===== config.mk =====
export PLATFORM = sky130hd
export DESIGN_NAME = seg_disp_sched
export DESIGN_NICKNAME = d
export VERILOG_FILES = /design/src/rtl/seg_disp_sched_pkg.sv /design/src/rtl/seg_disp_sched_scan.sv /design/src/rtl/seg_disp_sched.sv
export SDC_FILE = /design/constraint.sdc
export NUM_CORES = 1
export LEC_CHECK = 0
export BUFFER_PORTS_ARGS = -buffer_cell sky130_fd_sc_hd__buf_4
export CAP_MARGIN = 30
export CORE_MARGIN = 3
export CORE_UTILIZATION = 35
export DETAILED_ROUTE_END_ITERATION = 8
export GPL_ROUTABILITY_DRIVEN = 1
export SLEW_MARGIN = 10
export SYNTH_ARGS = -nofsm -noshare
export SYNTH_HDL_FRONTEND = slang
export SYNTH_HIERARCHICAL = 1
export SYNTH_SLANG_ARGS = --single-unit

===== constraint.sdc =====
create_clock -name clk -period 3.7 [get_ports clk]
set_input_delay 0.74 -clock clk [delete_from_list [all_inputs] [get_ports clk]]
set_output_delay 0.74 -clock clk [all_outputs]
set_load 0.03 [all_outputs]

===== src/rtl/seg_disp_sched_pkg.sv =====
// seg_disp_sched_pkg: segment codes, digit select patterns and arbiter states shared by the display scheduler
package seg_disp_sched_pkg;
  localparam logic [6:0] SEG_0     = 7'h40;
  localparam logic [6:0] SEG_1     = 7'h79;
  localparam logic [6:0] SEG_2     = 7'h24;
  localparam logic [6:0] SEG_3     = 7'h30;
  localparam logic [6:0] SEG_4     = 7'h19;
  localparam logic [6:0] SEG_5     = 7'h12;
  localparam logic [6:0] SEG_6     = 7'h02;
  localparam logic [6:0] SEG_7     = 7'h78;
  localparam logic [6:0] SEG_8     = 7'h00;
  localparam logic [6:0] SEG_9     = 7'h10;
  localparam logic [6:0] SEG_BLANK = 7'h7F;
  localparam logic [3:0] SEL_D3  = 4'b0111;
  localparam logic [3:0] SEL_D2  = 4'b1011;
  localparam logic [3:0] SEL_D1  = 4'b1101;
  localparam logic [3:0] SEL_D0  = 4'b1110;
  localparam logic [3:0] SEL_OFF = 4'b1111;
  typedef enum logic {ST_IDLE, ST_OWN} state_t;
  function automatic logic [6:0] bcd_to_seg(input logic [3:0] n);
    case (n)
      4'd0:    return SEG_0;
      4'd1:    return SEG_1;
      4'd2:    return SEG_2;
      4'd3:    return SEG_3;
      4'd4:    return SEG_4;
      4'd5:    return SEG_5;
      4'd6:    return SEG_6;
      4'd7:    return SEG_7;
      4'd8:    return SEG_8;
      4'd9:    return SEG_9;
      default: return SEG_BLANK;
    endcase
  endfunction
  function automatic logic [3:0] sel_of(input logic [1:0] idx);
    return (idx == 2'd0) ? SEL_D3 : (idx == 2'd1) ? SEL_D2 : (idx == 2'd2) ? SEL_D1 : SEL_D0;
  endfunction
endpackage


===== src/rtl/seg_disp_sched_scan.sv =====
// seg_scan: prescaler, digit index, nibble mux and registered BCD-to-segment output for a 4-digit display.
// SEG_BLANK_LEAD_ZERO_EN blanks leading zero digits (digit 0 always shown).
module seg_scan
  import seg_disp_sched_pkg::*;
#(
  parameter int SCAN_DIV = 256
) (
  input  logic        clk,
  input  logic        rst,
  input  logic        i_active,
  input  logic [15:0] i_value,
  output logic [3:0]  o_select,
  output logic [6:0]  o_seg
);
  localparam int PW = (SCAN_DIV > 2) ? $clog2(SCAN_DIV) : 1;
  logic [PW-1:0] r_pre;
  logic [1:0]    r_idx;
  logic [3:0]    r_select;
  logic [6:0]    r_seg;
  logic          w_tick;
  logic [1:0]    w_idx;
  logic [1:0]    w_n;
  logic [3:0]    w_nib;
  logic          w_lead;
  logic [6:0]    w_seg;
  assign w_tick = r_pre == PW'(SCAN_DIV - 1);
  assign w_idx  = r_idx + 2'd1;
  // index 0 shows the leftmost nibble, so the nibble number is the inverted index
  assign w_n    = ~w_idx;
  assign w_nib  = i_value[{w_n, 2'b00} +: 4];
`ifdef SEG_BLANK_LEAD_ZERO_EN
  assign w_lead = (w_n == 2'd3) ? (i_value[15:12] == 4'd0) :
                  (w_n == 2'd2) ? (i_value[15:8] == 8'd0) :
                  (w_n == 2'd1) ? (i_value[15:4] == 12'd0) : 1'b0;
`else
  assign w_lead = 1'b0;
`endif
  assign w_seg = (!i_active || w_lead) ? SEG_BLANK : bcd_to_seg(w_nib);
  always_ff @(posedge clk or negedge rst) begin
    if (!rst) begin
      r_pre    <= '0;
      r_idx    <= '0;
      r_select <= SEL_OFF;
      r_seg    <= SEG_BLANK;
    end else begin
      r_pre <= w_tick ? '0 : r_pre + 1'b1;
      if (w_tick) begin
        r_idx    <= w_idx;
        r_select <= sel_of(w_idx);
        r_seg    <= w_seg;
      end
    end
  end
  assign o_select = r_select;
  assign o_seg    = r_seg;
endmodule


===== src/rtl/seg_disp_sched.sv =====
// seg_disp_sched: round-robin display arbiter with minimum hold window driving a shared multiplexed 7-seg display.
// SEG_BLANK_LEAD_ZERO_EN (in seg_scan) enables leading-zero blanking.
module seg_disp_sched
  import seg_disp_sched_pkg::*;
#(
  parameter int NREQ        = 3,
  parameter int HOLD_CYCLES = 1024,
  parameter int SCAN_DIV    = 256
) (
  input  logic                clk,
  input  logic                rst,
  input  logic [NREQ-1:0]     req,
  input  logic [16*NREQ-1:0]  data,
  output logic [NREQ-1:0]     grant,
  output logic [3:0]          select,
  output logic [6:0]          seg
);
  localparam int IW = $clog2(NREQ);
  localparam int HW = (HOLD_CYCLES > 1) ? $clog2(HOLD_CYCLES + 1) : 1;
  localparam logic [HW-1:0] HOLD_INIT = HW'(HOLD_CYCLES - 1);
  state_t        r_state;
  logic [IW-1:0] r_owner;
  logic [IW-1:0] r_ptr;
  logic [HW-1:0] r_hold;
  logic [NREQ-1:0] r_grant;
  logic [NREQ-1:0] w_others;
  logic [IW-1:0]   w_ptr_next;
  logic [IW-1:0]   w_pick_idle;
  logic [IW-1:0]   w_pick_next;
  logic [15:0]     w_value;
  // first set bit of r at or after start, in cyclic order
  function automatic logic [IW-1:0] pick(input logic [NREQ-1:0] r, input logic [IW-1:0] start);
    logic [IW-1:0] res;
    logic          found;
    int            j;
    res   = start;
    found = 1'b0;
    for (int k = 0; k < NREQ; k++) begin
      j = (int'(start) + k) % NREQ;
      if (!found && r[j]) begin
        res   = IW'(j);
        found = 1'b1;
      end
    end
    return res;
  endfunction
  assign w_others    = req & ~r_grant;
  assign w_ptr_next  = (int'(r_owner) == NREQ - 1) ? '0 : r_owner + 1'b1;
  assign w_pick_idle = pick(req, r_ptr);
  assign w_pick_next = pick(w_others, w_ptr_next);
  always_ff @(posedge clk or negedge rst) begin
    if (!rst) begin
      r_state <= ST_IDLE;
      r_owner <= '0;
      r_ptr   <= '0;
      r_hold  <= '0;
      r_grant <= '0;
    end else if (r_state == ST_IDLE) begin
      if (|req) begin
        r_state <= ST_OWN;
        r_owner <= w_pick_idle;
        r_grant <= NREQ'(1) << w_pick_idle;
        r_hold  <= HOLD_INIT;
      end
    end else if (!req[r_owner] || (r_hold == '0 && |w_others)) begin
      r_ptr <= w_ptr_next;
      if (|w_others) begin
        r_owner <= w_pick_next;
        r_grant <= NREQ'(1) << w_pick_next;
        r_hold  <= HOLD_INIT;
      end else begin
        r_state <= ST_IDLE;
        r_grant <= '0;
        r_hold  <= '0;
      end
    end else if (r_hold != '0) begin
      r_hold <= r_hold - 1'b1;
    end
  end
  assign w_value = data[{r_owner, 4'b0000} +: 16];
  assign grant   = r_grant;
  seg_scan #(.SCAN_DIV(SCAN_DIV)) u_scan (
    .clk      (clk),
    .rst      (rst),
    .i_active (r_state == ST_OWN),
    .i_value  (w_value),
    .o_select (select),
    .o_seg    (seg)
  );
endmodule


==> flow_metrics.py <==
metrics = {
    "setup_path": {
        "worstSetupPathType": "register to register",
        "reg2reg_depth": 10,
        "cp_slowest_cell": "dfrtp_1",
        "crit_buf_inv": 3,
        "critPathMaxStageDelay_ns": 0.61,
        "rrSetupSlack_ns": 0.98,
        "end_kind": "register",
        "path_cells": "nor2b_1 -> buf_4 -> nand2_1 -> o21ai_0 -> mux4_1 -> inv_1 -> ha_1 -> inv_1 -> or3_1 -> a21oi_1",
        "worst-path-stages": 10,
        "path_delay_family": "simple AND/OR/NAND/NOR gates",
        "crit_top_cell": "inv_1",
        "cp_max_fo": 22,
        "required_ns": 3.93,
        "cp.arrival_ns": 2.95,
        "worstSetupStartpointType": "register",
    },
    "die": {
        "die-width_um": 98.0,
        "dieHeight_um": 98.0,
        "core.rowCount": 32,
        "start_util_pct": 37.2,
        "pin_count": 67,
        "die_area_um2": 9610,
        "core-area_um2": 7970,
    },
    "timing": {
        "tns_ns": 0,
        "skew_ns": 0.00697,
        "maxSlewHeadroom_pct": 48.6,
        "setup_viol": 0,
        "grt_setup_unrepaired": "false",
        "post-route-period-util_pct": 73.5,
        "hold_viol_final": 0,
        "min_period_ns": 2.72,
        "fmax_mhz": 368,
        "drv_slew": 0,
        "worst_slew_pin_slew_ns": 0.770,
    },
    "global_routing": {
        "grt_usage_pct": 14.3,
        "first_global_vias": 2467,
        "grt_pass1_wl_um": 11600,
        "grt-ovfl-total": 0,
        "grt_max_degree": 41,
        "antenna_found_initial": 0,
    },
    "cells_and_area": {
        "area_growth_pct": 22.3,
        "most-common-layout-cells": "69 x buf_4, 37 x nand2_1, 37 x o21ai_0",
        "fin_area_um2": 3630,
        "fin_cells": 494,
        "final_common_cell": "buf_4",
        "final_util_pct": 45.5,
        "layout-drive-gt1-share_pct": 28.3,
        "nets": 457,
        "antennaDiodeCount": 0,
    },
    "route": {
        "viasPerCell": 5.22,
        "ant_nets": 0,
        "wl_per_cell_um": 14.0,
        "dr.pass1.iters": 4,
        "drc": 0,
        "drtIter0Drc": 87,
        "vias": 2581,
        "wl_um": 6900,
    },
    "synthesis": {
        "synthCells": 334,
        "ys_types": 68,
        "syn_area_um2": 2970,
        "syn_nets": 400,
        "ys.flop_type": "dfrtp_1",
        "synth_edf_count": 0,
        "syn_area_per_cell_um2": 8.88,
        "synth-async-reset-ratio_pct": 100,
        "ys_warn_count": 6,
        "synth-seq-area-share_pct": 34.2,
        "ys_ff_latch": 40,
    },
    "power": {
        "totalPowerFinal_mw": 2.29,
        "vdd_ir_drop_max_mv": 0.284,
        "power.density_nw_per_um2": 631,
        "leakage_nw": 1.56,
    },
    "placed_design": {
        "hpwlAfterDp_um": 5300,
        "placed_area_um2": 3510,
        "portBuffers": 66,
        "gp_congestion": 0.846,
        "dp.cells": 486,
    },
    "status": {
        "status": "completed",
    },
    "clock_network": {
        "holdBufCountCts": 0,
        "cts_tree": "built",
        "post-cts-setup-buffer-count": 0,
        "clkLatencyLatePin_ns": 0.29,
        "root_buffer": "clkbuf_8",
        "numCtsBuffers": 5,
        "cts_sinks": 40,
        "clk_path_buf_depth": 2,
        "post_cts_resized": 0,
        "cts.reportedPaths.clkPinSlew_ns": 0.09,
        "htreeDepth": 2,
    },
    "hold_path": {
        "hp-class": "input port to async pin",
    },
    "flow_run": {
        "max_cap_violations": 0,
    },
}
[sequential cells by signal (all words and copies together) (netlist names)]
name,cells
r_hold,11
u_scan/r_pre,8
u_scan/o_seg,7
u_scan/o_select,4
grant,3
r_owner,2
r_ptr,2
u_scan/r_idx,2
r_state,1
[power breakdown]
group / internal (mW) / switching [mW]
Combinational: 0.564 / 0.668
Sequential: 0.537 / 0.148
Clock: 0.203 / 0.169
Total: 1.30 / 0.985
[metal layers]
| layer | share of wire, % | GRT usage, % |
|---|---|---|
| met1 | 48 | 19.4 |
| met2 | 48 | 24.0 |
| met3 | 3.1 | 2.71 |
| met4 | 1.3 | 2.88 |
| met5 | 0 | 0 |
[cell families (layout without fill, tap and decap cells)]
| logic type | after synthesis | in the layout | share of synthesized area, % |
|---|---|---|---|
| simple gates | 113 | 113 | 19.6 |
| compound gates | 98 | 98 | 22.3 |
| flops | 40 | 40 | 34.2 |
| buf+inv | 38 | 96 | 5.74 |
| mux | 26 | 26 | 10.9 |
| fa+ha+maj | 13 | 13 | 5.49 |
| xor+xnor | 6 | 6 | 1.77 |
[cell usage after synthesis (2+ instances only)]
cell       n  area [µm²]
o22ai_1    2        12.5
nor2b_1    4        25.0
buf_2     10        50.1
mux2i_1   18         180
dfrtp_1   29         726
mux4_2     3        67.6
a21oi_1   14        70.1
a22o_1     2        17.5
and2b_1    2        15.0
inv_1     19        71.3
or3_1      2        12.5
dfstp_2   11         289
o221ai_1   2        17.5
nor2_1    32         120
clkbuf_1   6        22.5
nand2b_1   4        25.0
buf_4      2        15.0
and3_1     4        25.0
o21ai_0   37         185
o31a_1     2        17.5
nand4_1    2        12.5
and2_1     3        18.8
nand2_1   37         139
xor2_1     4        35.0
nand3_1    7        35.0
nor4_1     2        12.5
o21ai_1    3        15.0
a31oi_1    6        37.5
ha_1      13         163
o21a_1     6        45.0
nor3_1     2        10.0
a32o_1     2        20.0
o211ai_1   5        37.5
mux2_2     2        22.5
xnor2_1    2        17.5
[path summary, 6_finish.rpt]
path | from | endpoint
setup / recovery | r_owner[0]$_DFFE_PN0P_ | u_scan/o_seg[2]$_DFFE_PN1N_
hold / removal | rst | u_scan/r_pre[4]$_DFF_PN0_
setup reg to reg | r_owner[0]$_DFFE_PN0P_ | u_scan/o_seg[2]$_DFFE_PN1N_
hold reg to reg | u_scan/o_select[3]$_DFFE_PN1N_ | u_scan/o_select[3]$_DFFE_PN1N_
max in group asynchronous | rst | u_scan/o_seg[0]$_DFFE_PN1N_
min in group clk | u_scan/o_select[3]$_DFFE_PN1N_ | u_scan/o_select[3]$_DFFE_PN1N_
[per-stage QoR]
step | hold WS, ns | setup WS (ns)
global route | 0.445 | 0.788
CTS | 0.424 | 0.994
global placement | 0.471 | 1.07
finish | 0.411 | 0.981
detailed placement | 0.472 | 1.01
floorplan | 0.444 | 1.06
[area by class of cell]
class,count,area [µm²]
Inverter,19,71.3
Tap cell,102,128
Clock buffer,5,68.8
Sequential cell,40,1010
Clock inverter,3,46.3
Fill cell,796,4340
Multi-Input combinational cell,256,1780
Timing Repair Buffer,69,518
Power figures use the tool's default switching activity.
